[config.mk]
export PLATFORM = sky130hd
export DESIGN_NAME = arith_result_fifo
export DESIGN_NICKNAME = d
export VERILOG_FILES = /design/src/rtl/arith_pkg.sv /design/src/rtl/sat_accumulator.sv /design/src/rtl/arith_result_fifo.sv
export SDC_FILE = /design/constraint.sdc
export NUM_CORES = 1
export LEC_CHECK = 0
export CAP_MARGIN = 5
export CELL_PAD_IN_SITES_DETAIL_PLACEMENT = 1
export CELL_PAD_IN_SITES_GLOBAL_PLACEMENT = 1
export CORE_ASPECT_RATIO = 0.9
export CORE_UTILIZATION = 45
export CTS_BUF_LIST = sky130_fd_sc_hd__clkbuf_4
export CTS_CLUSTER_DIAMETER = 200
export CTS_CLUSTER_SIZE = 30
export DETAILED_ROUTE_END_ITERATION = 8
export GPL_ROUTABILITY_DRIVEN = 0
export HOLD_SLACK_MARGIN = 0.03
export PLACE_DENSITY_LB_ADDON = 0.08
export REMOVE_ABC_BUFFERS = 1
export SETUP_SLACK_MARGIN = 0.1
export SKIP_CTS_REPAIR_TIMING = 1
export SYNTH_ARGS = -nofsm -noshare
export SYNTH_HDL_FRONTEND = slang
export SYNTH_SLANG_ARGS = --single-unit
[constraint.sdc]
create_clock -name clock -period 7.1 [get_ports clock]
set_input_delay 1.42 -clock clock [delete_from_list [all_inputs] [get_ports clock]]
set_output_delay 1.42 -clock clock [all_outputs]
set_load 0.005 [all_outputs]
[src/rtl/arith_pkg.sv]
// Shared widths and the packed result entry exchanged between the arithmetic
// micro-operation stage and its result FIFO.
package arith_pkg;

    localparam int DATA_WIDTH = 5;
    localparam int ACC_WIDTH  = 8;

    typedef struct packed {
        logic [1:0]                   s;
        logic                         carry;
        logic signed [DATA_WIDTH-1:0] data;
    } result_t;

endpackage

[src/rtl/sat_accumulator.sv]
// Signed accumulator that adds a sign-extended operand on en and clamps the
// result to the representable ACC_WIDTH range; clear wins over en.
module sat_accumulator #(
    parameter int OP_WIDTH  = arith_pkg::DATA_WIDTH,
    parameter int ACC_WIDTH = arith_pkg::ACC_WIDTH
) (
    input  logic                        clock,
    input  logic                        reset,
    input  logic                        clear,
    input  logic                        en,
    input  logic signed [OP_WIDTH-1:0]  operand,
    output logic signed [ACC_WIDTH-1:0] accum
);

    localparam int SUM_W = ACC_WIDTH + 1;
    localparam logic signed [ACC_WIDTH-1:0] ACC_MAX = {1'b0, {(ACC_WIDTH-1){1'b1}}};
    localparam logic signed [ACC_WIDTH-1:0] ACC_MIN = {1'b1, {(ACC_WIDTH-1){1'b0}}};

    logic signed [ACC_WIDTH-1:0] accum_q, accum_d;
    logic signed [SUM_W-1:0]     sum;
    logic signed [ACC_WIDTH-1:0] sat_sum;

    // One guard bit: the two top bits disagree exactly when the true sum left the range.
    assign sum = $signed({accum_q[ACC_WIDTH-1], accum_q})
               + $signed({{(SUM_W-OP_WIDTH){operand[OP_WIDTH-1]}}, operand});

    // NOTE: every always_comb output gets a default first, so no path can infer a latch.
    always_comb begin
        sat_sum = sum[ACC_WIDTH-1:0];
        if (sum[SUM_W-1] != sum[SUM_W-2]) begin
            sat_sum = sum[SUM_W-1] ? ACC_MIN : ACC_MAX;
        end

        accum_d = accum_q;
        if (clear) begin
            accum_d = '0;
        end else if (en) begin
            accum_d = sat_sum;
        end
    end

    // NOTE: state registers use non-blocking assignments so all flops update together.
    always_ff @(posedge clock or negedge reset) begin
        if (!reset) begin
            accum_q <= '0;
        end else begin
            accum_q <= accum_d;
        end
    end

    assign accum = accum_q;

endmodule

[src/rtl/arith_result_fifo.sv]
// Result FIFO for the arithmetic stage: DEPTH-entry register queue with no
// bypass, a saturating sum of everything popped, and a sticky push-while-full flag.
module arith_result_fifo #(
    parameter int DEPTH      = 4,
    parameter int DATA_WIDTH = arith_pkg::DATA_WIDTH,
    parameter int ACC_WIDTH  = arith_pkg::ACC_WIDTH
) (
    input  logic                          clock,
    input  logic                          reset,
    input  logic                          in_valid,
    output logic                          in_ready,
    input  logic [1:0]                    in_s,
    input  logic                          in_carry,
    input  logic signed [DATA_WIDTH-1:0]  in_data,
    output logic                          out_valid,
    input  logic                          out_ready,
    output logic [1:0]                    out_s,
    output logic                          out_carry,
    output logic signed [DATA_WIDTH-1:0]  out_data,
    output logic [$clog2(DEPTH):0]        count,
    output logic signed [ACC_WIDTH-1:0]   accum,
    output logic                          overflow,
    input  logic                          clear
);

    localparam int PTR_W = $clog2(DEPTH);
    localparam int CNT_W = PTR_W + 1;

    // Same layout as arith_pkg::result_t, but follows a DATA_WIDTH override.
    typedef struct packed {
        logic [1:0]                   s;
        logic                         carry;
        logic signed [DATA_WIDTH-1:0] data;
    } entry_t;

    entry_t             mem_q [DEPTH];
    logic [PTR_W-1:0]   wr_ptr_q, wr_ptr_d;
    logic [PTR_W-1:0]   rd_ptr_q, rd_ptr_d;
    logic [CNT_W-1:0]   count_q, count_d;
    logic               overflow_q, overflow_d;
    logic               push, pop;
    entry_t             head;

    assign in_ready  = (count_q != CNT_W'(DEPTH));
    assign out_valid = (count_q != '0);
    assign push      = in_valid && in_ready;
    assign pop       = out_valid && out_ready;

    always_comb begin
        wr_ptr_d = wr_ptr_q;
        rd_ptr_d = rd_ptr_q;
        count_d  = count_q;
        // Power-of-two depth lets the pointers wrap by plain overflow.
        if (push) begin
            wr_ptr_d = wr_ptr_q + PTR_W'(1);
        end
        if (pop) begin
            rd_ptr_d = rd_ptr_q + PTR_W'(1);
        end
        unique case ({push, pop})
            2'b10:   count_d = count_q + CNT_W'(1);
            2'b01:   count_d = count_q - CNT_W'(1);
            default: count_d = count_q;
        endcase

        overflow_d = overflow_q | (in_valid & ~in_ready);
        if (clear) begin
            overflow_d = 1'b0;
        end
    end

    always_ff @(posedge clock or negedge reset) begin
        if (!reset) begin
            wr_ptr_q   <= '0;
            rd_ptr_q   <= '0;
            count_q    <= '0;
            overflow_q <= 1'b0;
        end else begin
            wr_ptr_q   <= wr_ptr_d;
            rd_ptr_q   <= rd_ptr_d;
            count_q    <= count_d;
            overflow_q <= overflow_d;
        end
    end

    // NOTE: storage has no reset; an emptied FIFO hides stale entries via out_valid=0.
    always_ff @(posedge clock) begin
        if (push) begin
            mem_q[wr_ptr_q] <= '{s: in_s, carry: in_carry, data: in_data};
        end
    end

    assign head      = mem_q[rd_ptr_q];
    assign out_s     = head.s;
    assign out_carry = head.carry;
    assign out_data  = head.data;
    assign count     = count_q;
    assign overflow  = overflow_q;

    sat_accumulator #(
        .OP_WIDTH  (DATA_WIDTH),
        .ACC_WIDTH (ACC_WIDTH)
    ) u_sat_accumulator (
        .clock   (clock),
        .reset   (reset),
        .clear   (clear),
        .en      (pop),
        .operand (head.data),
        .accum   (accum)
    );

endmodule

; ---- After elaboration in Yosys (flattened, before gate mapping)
; Memory sizes are Yosys's and may differ from the RTL's.
; Index checks and enable logic that the tools add are counted.
[totals]
reg_bits = 16
ram_bits = 32
input_bits = 13
out_inout_bits = 22
word_cells = 31
n_memories = 1
[op_classes]
addsub = 5
eq_ne = 4
mux = 8
bitwise_logic = 3
reduce_logical = 5
[memory_table]
columns = memory, depth, word_bits, rd, rd_clocked_by_memory_dff, write_ports, line
row1 = mem_q, 4, 8, 1, 0, 1, arith_result_fifo.sv:36  ; entry_t mem_q [DEPTH];
[ops]
columns = operator, n
row1 = $mux 8, 4
row2 = $add 8x5->9, 1
row3 = $pmux 3 s2, 1
row4 = $add 2x1->2 const B, 2
row5 = $reduce_bool 2->1, 2
row6 = $add 3x1->3 const B, 1
row7 = $mux 1, 3
row8 = $ne 3x3->1 const B, 1
row9 = $reduce_bool 3->1, 1
row10 = $sub 3x1->3 const B, 1
row11 = $eq 2x1->1 const B, 1
row12 = $eq 2x2->1 const B, 1
row13 = $logic_and 1x1->1, 2
row14 = $and 1x1->1, 1
row15 = $ne 1x1->1, 1
row16 = $not 1->1, 1
row17 = $or 1x1->1, 1

; ---- Longest topological paths before layout
; Gate-level depths: netlist (run 1).
; An unclocked memory read counts as a cell.
[depth]
word_depth = 6
depth_mapped = 10
mapped_depth_nobuf = 9

; ---- Hierarchy
; From an unflattened synthesis (run 1), not the netlist that was laid out.
[unflattened]
hier_cells = 164
area_unflattened_um2 = 2377.3
[modules_own_cells]
columns = mod, n_inst, cells_each, area_per_inst_um2, seq_area_each_um2
row1 = arith_result_fifo, 1, 83, 1632.8, 1161.1
row2 = sat_accumulator, 1, 81, 744.5, 200.2

; ---- Worst setup path after synthesis (run 1)
; Ideal clock, no wire load.
[synth_timing]
path_kind = input -> register
start = input out_ready
end = register count_q[2], in the netlist count[2]
setup_ns = 0.079
arrival_time_ns = 2.811
t_required_ns = 7.021
path_slack_ns = 4.210
cell_stages = 9
n_path_buf = 1
cell_sequence = nand2_1 -> inv_1 -> buf_2 -> ha_1 -> inv_1 -> fa_1 -> xor2_1 -> nor2_1 -> xor2_1
[synth_via]
elab_chain_len = 3
elab_cells_between_ends = 5
classes_between = eq/ne (2) / mux (1) / reduce/logical (2)
[synth_rtl]
columns = element, line
row1 = start: declaration, arith_result_fifo.sv:16  ; input logic out_ready,
row2 = $logic_and 1x1->1 *, arith_result_fifo.sv:47  ; assign pop = out_valid && out_ready;
row3 = named net pop, arith_result_fifo.sv:41  ; logic push, pop;
row4 = $eq 2x1->1 / $eq 2x2->1 (equally long branches), arith_result_fifo.sv:60  ; unique case ({push, pop})
row5 = $pmux 3 s2 / $reduce_bool 2->1 (equally long branches), -
row6 = end signal: assignment, arith_result_fifo.sv:81  ; count_q <= count_d;
row7 = end: declaration, arith_result_fifo.sv:39  ; logic [CNT_W-1:0] count_q, count_d;
; The timed path passes the listed nets; every way through them passes the cells marked *.
; A chain may end at the register's enable or synchronous reset.

; ---- Final worst setup path (run 1)
[layout_timing]
start = register rd_ptr_q[0]
end = output out_data[4]
[layout_via]
elab_chain_len = 1
[layout_rtl]
columns = element, line
row1 = start: declaration, arith_result_fifo.sv:38  ; logic [PTR_W-1:0] rd_ptr_q, rd_ptr_d;
row2 = start signal: assignment, arith_result_fifo.sv:80  ; rd_ptr_q <= rd_ptr_d;
row3 = $mem_v2 4x8, -
row4 = end: declaration, arith_result_fifo.sv:19  ; output logic signed [DATA_WIDTH-1:0] out_data,
; Every way passes these cells.

==> metrics, run 1 <==
Ports=35; DR vias=1570; Area after DPL=about 2800 sq um; R2R Path Start=rd_ptr_q[0]; post-synthesis sequential area ratio=0.559; crit-path max FO=10; diode count=0; Clock Latency Late Sink=0.36 ns; static leakage=around 1.1 nW; Inst Count DP=266; Setup Skew=0.00648 ns; WS Path Type=reg2out; RSZ-0062 raised after global routing=no; post-synthesis register bit count=48; EDFF count, synth=32; Async S/R FF share, synth=0.333; worst hold slack=0.549 ns; TritonCTS clock tree=built; Syn Inst Count=172; routed vias/inst=5.73; status=completed; clk buf depth=2; GRT Util Overall=0.201; gr ovfl total=0; share of post-route cells with drive strength above 1=0.140; Rows=25; Max Cap Viol=0; synth unique cells=45; Post-synth top flop=edfxtp_1; startpoint types=register; 1st-iter DRT viols=77; Post-Route Setup TNS=0 ns; PortBufs=34; Mapped Area=2440 sq um; Endpoint, Worst Hold=overflow; final std cells w/o fill=between 200 and 300; Horiz. Die Dim=79.6 um; pin count of the biggest net entering global routing=17; Hold WC Path Type=reg2reg; Area Growth Syn to Fin=17.6%; Post-Route WL=5190 um; NumNets Final=~230; VDD IR max=between 0.0002 and 0.0003 V; # DRC=0; antenna viol nets, final=0; Sinks on Clock Net=48; pwr/cell area=between 400 and 500 nW/um^2; worst endpoint required time=5.68 ns; TritonCTS Buffers=5; hold wc startpoint=overflow; Worst-path clk slew=0.14 ns; HPWL after detailed placement=3870 um; Setup Viol. Count Final=0; area of the die=5720 sq um; fmax=about 270 MHz; FF-to-FF setup slack=3.79 ns; Syn. warnings=0; Slew HR=0.502; total power=1.39 mW; worst slew pin tran=0.744 ns; R2R depth=7; core area=about 5200 sq um; Hold Fails Final Rpt=0; Worst R2R End=u_sat_accumulator.accum[0]; Initial Utilization=0.467; 1st-pass router iterations=4; die height=~70 um; CTS H-tree lvls=2; final instance area=2870 sq um; Final Core Density=0.549; WP data arrival=2.30 ns; fin crit period=3.72 ns; Worst Setup End Kind=primary output; synthesized area per cell=about 14 sq um; Place WS=3.44 ns; initial antenna violation count=0; fraction of the cycle the final worst path needs=0.524; WHS Path Cells=2; Slew Viols, Final=0; worst setup margin=approximately 3.4 ns; vias in the first global route=roughly 1600; CTS root buffer=clkbuf_4; first-pass GRT wire length=~8500 um; DR WL/cell=roughly 19 um
[routing by layer]
metal	vias to the layer above	share of wire	global-route usage
li1	725	-	-
met1	784	0.47	0.282
met2	55	0.47	0.315
met3	6	0.055	0.0471
met4	0	0.011	0.0505
met5	-	0	0
[worst max path at each step]
stage,start,to,cells after the start,slack (ns)
global placement,out_ready,count[2],9,3.59
detailed placement,out_ready,count[2],9,3.44
floorplan,out_ready,count[2],8,4.21
CTS,rd_ptr_q[0],out_data[4],2,3.35
finish,rd_ptr_q[0],out_data[4],2,3.38
global route,rd_ptr_q[0],out_data[4],2,3.25
[cells by family (layout without fill, tap and decap cells)]
logic type	Yosys count	after routing	share of synthesized area
xor gates and xnor gates	9	9	0.0323
adders and majority gates	15	15	0.0832
AOI/OAI and AO/OA	29	29	0.106
muxes	10	10	0.0826
buffers and inverters	14	49	0.0318
and+or+nand+nor	47	47	0.105
DFF	48	48	0.559
[layout by cell type, fill, tap and decap left out, types with 2 or more instances in the layout]
cell type / n
clkbuf_4: 5
edfxtp_1: 32
xnor2_1: 6
and2_1: 2
fa_1: 2
nand4_1: 3
a21oi_1: 4
o21ai_0: 2
xor2_1: 3
nand2_1: 6
nor2_1: 13
inv_1: 7
ha_1: 13
a211oi_1: 6
clkdlybuf4s50_1: 34
and3_1: 4
o21ai_1: 2
mux4_2: 8
a21o_1: 4
nand3_1: 9
dfrtp_1: 16
nor3b_1: 2
[final cells by class]
class / instances / area [sq um]
fill: 523 / 2360
inverter: 7 / 26.3
sequential: 48 / 1360
tap: 67 / 83.8
clock inverter: 3 / 17.5
clock buffer: 5 / 37.5
multi-input combinational: 110 / 998
timing repair buffer: 34 / 340
[state kept, by name, indices dropped and copies added (netlist names)]
name and cells:
mem_q 32, wr_ptr_q 2, count 3, u_sat_accumulator.accum 8, rd_ptr_q 2, overflow 1
[cell usage after synthesis, types with 2 or more instances]
cell type / count / area share
edfxtp_1: 32 / 0.39
dfrtp_1: 16 / 0.16
ha_1: 13 / 0.067
nor2_1: 13 / 0.020
nand3_1: 9 / 0.018
mux4_2: 8 / 0.074
inv_1: 7 / 0.011
a211oi_1: 6 / 0.018
nand2_1: 6 / 0.0092
xnor2_1: 6 / 0.022
a21o_1: 4 / 0.012
a21oi_1: 4 / 0.0082
and3_1: 4 / 0.010
buf_6: 3 / 0.014
nand4_1: 3 / 0.0077
xor2_1: 3 / 0.011
and2_1: 2 / 0.0051
buf_2: 2 / 0.0041
fa_1: 2 / 0.016
nor3b_1: 2 / 0.0062
o21ai_0: 2 / 0.0041
o21ai_1: 2 / 0.0041
[worst max-delay path, stage by stage, from the launching register on]
cell and delay (ns):
dfrtp_1 0.78, mux4_2 0.67, clkdlybuf4s50_1 0.49
[report_power, final]
group | total (mW) | internal [mW] | switching, mW | leakage (nW)
clock | 0.126 | 0.0384 | 0.0876 | 0.0330
combinational | 0.812 | 0.395 | 0.416 | 0.564
sequential | 0.455 | 0.381 | 0.0741 | 0.492
total | 1.39 | 0.814 | 0.578 | 1.09
No activity file was read; power rests on OpenSTA's default activity.
==> inputs of run 2 (changes only) <==
--- a/config.mk
+++ b/config.mk
@@ -9,7 +9,7 @@
 export CELL_PAD_IN_SITES_DETAIL_PLACEMENT = 1
 export CELL_PAD_IN_SITES_GLOBAL_PLACEMENT = 1
 export CORE_ASPECT_RATIO = 0.9
-export CORE_UTILIZATION = 45
+export CORE_UTILIZATION = 42
 export CTS_BUF_LIST = sky130_fd_sc_hd__clkbuf_4
 export CTS_CLUSTER_DIAMETER = 200
 export CTS_CLUSTER_SIZE = 30
==> constraint.sdc (replaced) <==
create_clock -name clock -period 3.35 [get_ports clock]
set_input_delay 0.67 -clock clock [delete_from_list [all_inputs] [get_ports clock]]
set_output_delay 0.67 -clock clock [all_outputs]
set_load 0.005 [all_outputs]
==> run 2 against run 1 <==
Effect of this change: first-iteration DRC count is 7.8% higher; die area is 7.0% higher; non-clock buffer count is 2 higher; hold slack worse by 0.0094 ns; utilization is 1.6 points lower; critical path type is now reg2reg.
==> metrics, run 2 (synthesis results as in run 1) <==
first-pass GRT wire length=8370 um; final std cells w/o fill=276; Final Core Density=0.533; M2 GR Usage=0.313; most frequent cells in the layout=34 x clkdlybuf4s50_1, 32 x edfxtp_1, 15 x dfrtp_1; static leakage=1.10 nW; FF-to-FF setup slack=0.43 ns; fillers=541; final instance area=2880 sq um; Inst Count DP=between 200 and 300; Setup Viol. Count Final=0; R2R depth=7; WP data arrival=3.17 ns; worst slew pin tran=0.775 ns; routed vias/inst=5.57; pwr/cell area=1010 nW/um^2; Sw Pwr=1.16 mW; NumNets Final=236; total power=2.90 mW; P_int=roughly 1.7 mW; diode count=0; Place WS=roughly 0.31 ns; vias in the first global route=1700; gr ovfl total=0; pin count of the biggest net entering global routing=17; core area=between 5000 and 6000 sq um; # DRC=0; GRT Util Overall=0.189; PortBufs=34; M1 GR Usage=0.248; initial antenna violation count=0; worst setup margin=0.429 ns; DR vias=between 1500 and 2000; Rows=25; Max Cap Viol=0; Area after DPL=~2800 sq um; fmax=342 MHz; R2R Path Start=rd_ptr_q[0]; startpoint types=register; CTS root buffer=clkbuf_4; Slew Viols, Final=0; Clock Power Share=0.091; commonest non-fill, non-tap cell in the layout=clkdlybuf4s50_1; Setup crit start=rd_ptr_q[0]; Sinks on Clock Net=48; DR WL/cell=18.0 um; VDD IR max=0.000465 V; Hold Fails Final Rpt=0; fin crit period=just under 3 ns; Post-Route WL=4980 um; Ports=35; sequential fraction of design power=0.327; Worst R2R End=u_sat_accumulator.accum[6]; Slew HR=0.482; Clock Latency Late Sink=about 0.36 ns; 1st-pass router iterations=4; Net Sw Frac=0.399; Hold WC Path Type=reg2reg; status=completed; RSZ-0062 raised after global routing=no; HPWL after detailed placement=3780 um; share of post-route cells with drive strength above 1=0.158; die height=74.3 um; antenna viol nets, final=0; Initial Utilization=0.450; WS Path Type=reg2reg; number of flip-flops in the largest register=32; clk buf depth=2; Post-Route Setup TNS=0 ns; Area Growth Syn to Fin=18.3%; worst hold slack=0.540 ns; crit-path max FO=8; TritonCTS clock tree=built; Setup Skew=roughly 0.0098 ns; CTS H-tree lvls=2; most flop-heavy register=mem_q; GRT busiest layer=met2; GR met3 Demand/Resource=0.0454; Comb power frac=0.583; Worst-path clk slew=between 0.1 and 0.15 ns; area of the die=6110 sq um; Worst Setup End Kind=register; Horiz. Die Dim=82.3 um; Worst setup endpoint=u_sat_accumulator.accum[6]; worst endpoint required time=3.59 ns; 1st-iter DRT viols=83; TritonCTS Buffers=5; fraction of the cycle the final worst path needs=0.872
## run 2: power by group through the flow
stage               Sequential (mW)  Clock (mW)  Combinational, mW
floorplan                     0.935           0               1.13
global placement              0.952           0               1.64
detailed placement            0.968           0               1.70
CTS                           0.955       0.274               1.71
global route                  0.974       0.292               1.88
finish                        0.948       0.263               1.69
## run 2: worst max-delay path, cell delays in order, from the launching register on
cell and delay (ns):
dfrtp_2 0.51, mux4_2 0.62, ha_1 0.43, a21o_1 0.24, a2111oi_4 0.41, o211ai_2 0.24, a41oi_2 0.26, o21ai_1 0.08
## run 2: worst min path at each step
| stage | from | end | depth (start not counted) |
|---|---|---|---|
| 2_1_floorplan | reset | count[0] | 0 |
| 3_3_place_gp | overflow | overflow | 2 |
| 3_5_place_dp | overflow | overflow | 2 |
| 4_1_cts | count[2] | count[2] | 1 |
| 5_1_grt | count[2] | count[2] | 1 |
| 6_report | count[2] | count[2] | 1 |
## run 2: routing by layer
metal,part of all wire,vias up
met3,0.035,8
met5,0,-
met4,0.015,0
met2,0.49,32
li1,-,726
met1,0.46,772
## run 2: cell type report
class | instances | area (sq um) | share of cell area
Sequential cell | 48 | 1360 | 0.473
Multi-Input combinational cell | 110 | 998 | 0.346
Clock buffer | 6 | 45.0 | 0.0156
Timing Repair Buffer | 36 | 355 | 0.123
Clock inverter | 2 | 11.3 | 0.00391
Inverter | 7 | 26.3 | 0.00911
Tap cell | 67 | 83.8 | 0.0291
==> inputs of run 3 (changes only) <==
==> constraint.sdc (replaced) <==
create_clock -name clock -period 2.6 [get_ports clock]
set_input_delay 0.52 -clock clock [delete_from_list [all_inputs] [get_ports clock]]
set_output_delay 0.52 -clock clock [all_outputs]
set_load 0.005 [all_outputs]
==> run 3 against run 2 <==
Effect of this change: the flow now finishes with violations (setup timing); critical path depth is 1 higher; flip-flop and latch count stayed put; clock-buffer cell count increased by 1; sequential power rose by 29%; clock skew up 0.0065 ns; hold slack better by 0.0094 ns; first-iteration DRC count increased by 71%; critical path type unchanged.
==> metrics, run 3 (synthesis results as in run 1) <==
status=complete, but fails checks; failing checks=setup timing; fmax=357 MHz; sequential fraction of design power=0.245; Multi-input gate area=1160 sq um; 1st-iter DRT viols=142; Setup Viol. Count Final=8; Worst-path clk slew=0.13 ns; Hold Fails Final Rpt=0; gr ovfl total=0; VDD IR max=between 0.0006 and 0.0007 V; area of the die=around 6100 sq um; DR WL/cell=20.3 um; Area after DPL=2990 sq um; Clock Power Share=0.089; HPWL after detailed placement=4130 um; 1st-pass router iterations=5; diode count=0; Horiz. Die Dim=82.3 um; GRT Util Overall=0.195; worst endpoint required time=2.81 ns; initial antenna violation count=0; NumNets Final=265; TritonCTS Buffers=5; Post-Route WL=6180 um; pwr/cell area=1490 nW/um^2; worst setup margin=-0.202 ns; Rows=25; WS Path Type=reg2reg; DR vias=1729; fin crit period=approximately 2.8 ns; Place WS=-0.284 ns; Area Growth Syn to Fin=36.3%; Hold WC Path Type=reg2reg; share of post-route cells with drive strength above 1=0.349; routed vias/inst=5.67; CTS root buffer=clkbuf_4; Net Sw Frac=0.394; crit path cell chain=mux4_2 > buf_6 > ha_4 > inv_4 > a2111oi_4 > a22oi_2 > a31oi_4 > a211oi_1; most frequent cells in the layout=32 x edfxtp_1, 28 x buf_4, 27 x clkdlybuf4s50_1; fillers=523; worst hold slack=0.549 ns; TritonCTS clock tree=built; crit-path max cell delay=0.66 ns; first-pass GRT wire length=8490 um; most flop-heavy register=mem_q; Post-Route Setup TNS=-1.33 ns; Clock Latency Late Sink=0.35 ns; critical path's slowest cell=mux4_2; Sinks on Clock Net=48; Worst Setup End Kind=register; final std cells w/o fill=305; Sw Pwr=approximately 2 mW; Reg area=1360 sq um; fraction of the cycle the final worst path needs=1.08; commonest non-fill, non-tap cell in the layout=edfxtp_1; Comb power frac=0.667; crit-path max FO=5; Slew Viols, Final=0; PortBufs=34; WP data arrival=3.01 ns; Slew HR=0.462; Initial Utilization=0.450; P_int=3.01 mW; vias in the first global route=about 1700; worst slew pin tran=0.804 ns; RSZ-0062 raised after global routing=yes; core area=5410 sq um; final instance area=roughly 3300 sq um; antenna viol nets, final=0; # DRC=0; static leakage=1.33 nW; Setup Skew=0.0163 ns; CTS H-tree lvls=2; Ports=35; number of flip-flops in the largest register=32; pin count of the biggest net entering global routing=17; die height=74.3 um; startpoint types=register; clk buf depth=2; Max Cap Viol=0; Inst Count DP=290
-- run 3: changes by cell type in the layout (fill, tap and decap cells not counted), sizes merged --
cell and change:
buf +29, bufinv +1, clkbuf +1, clkdlybuf4s50 -7, clkinvlp -1, dlymetal6s2s +7, inv -1
-- run 3: path summary, 6_finish.rpt --
kind	start	end	slack, ns	cells after the start
setup / recovery	rd_ptr_q[0]	u_sat_accumulator.accum[5]	-0.20	8
hold reg to reg	count[2]	count[2]	0.55	1
setup reg to reg	rd_ptr_q[0]	u_sat_accumulator.accum[5]	-0.20	8
max in group asynchronous	reset	rd_ptr_q[0]	1.44	1
hold / removal	count[2]	count[2]	0.55	1
min in group asynchronous	reset	rd_ptr_q[0]	0.62	1
-- run 3: layer usage --
metal / routed length (um) / vias up / track usage
met5: 0 / - / 0
met4: 136 / 0 / 0.0565
met3: 271 / 14 / 0.0356
met2: 2990 / 53 / 0.331
met1: 2780 / 879 / 0.256
li1: - / 783 / -
-- run 3: metrics by stage --
| step | util | power, mW |
|---|---|---|
| floorplan | - | 2.66 |
| global placement | 0.553 | 3.68 |
| detailed placement | 0.553 | 3.80 |
| CTS | 0.568 | 4.27 |
| global route | 0.614 | 5.27 |
| finish | 0.614 | 4.96 |
-- run 3: power by group through the flow --
stage	Combinational, mW	Clock [mW]	Sequential, mW
after floorplan	1.45	0	1.20
after global placement	2.50	0	1.19
after detailed placement	2.60	0	1.21
after CTS	2.62	0.454	1.19
after global routing	3.54	0.484	1.24
final	3.31	0.439	1.22
-- run 3: layout make-up --
cell class | count | area share
Clock inverter | 1 | 0.00904
Tap cell | 67 | 0.0252
Timing Repair Buffer | 65 | 0.181
Inverter | 7 | 0.00866
Sequential cell | 48 | 0.410
Clock buffer | 7 | 0.0158
Multi-Input combinational cell | 110 | 0.350
-- run 3: critical path: cells and delay by family (launching register included) --
kind / cells / cell delay (ns)
multiplexers: 1 / 0.66
AO/OA/AOI/OAI: 4 / 1.07
adder cells (fa/ha/maj): 1 / 0.27
buffers and inverters: 2 / 0.22
flip-flops: 1 / 0.43
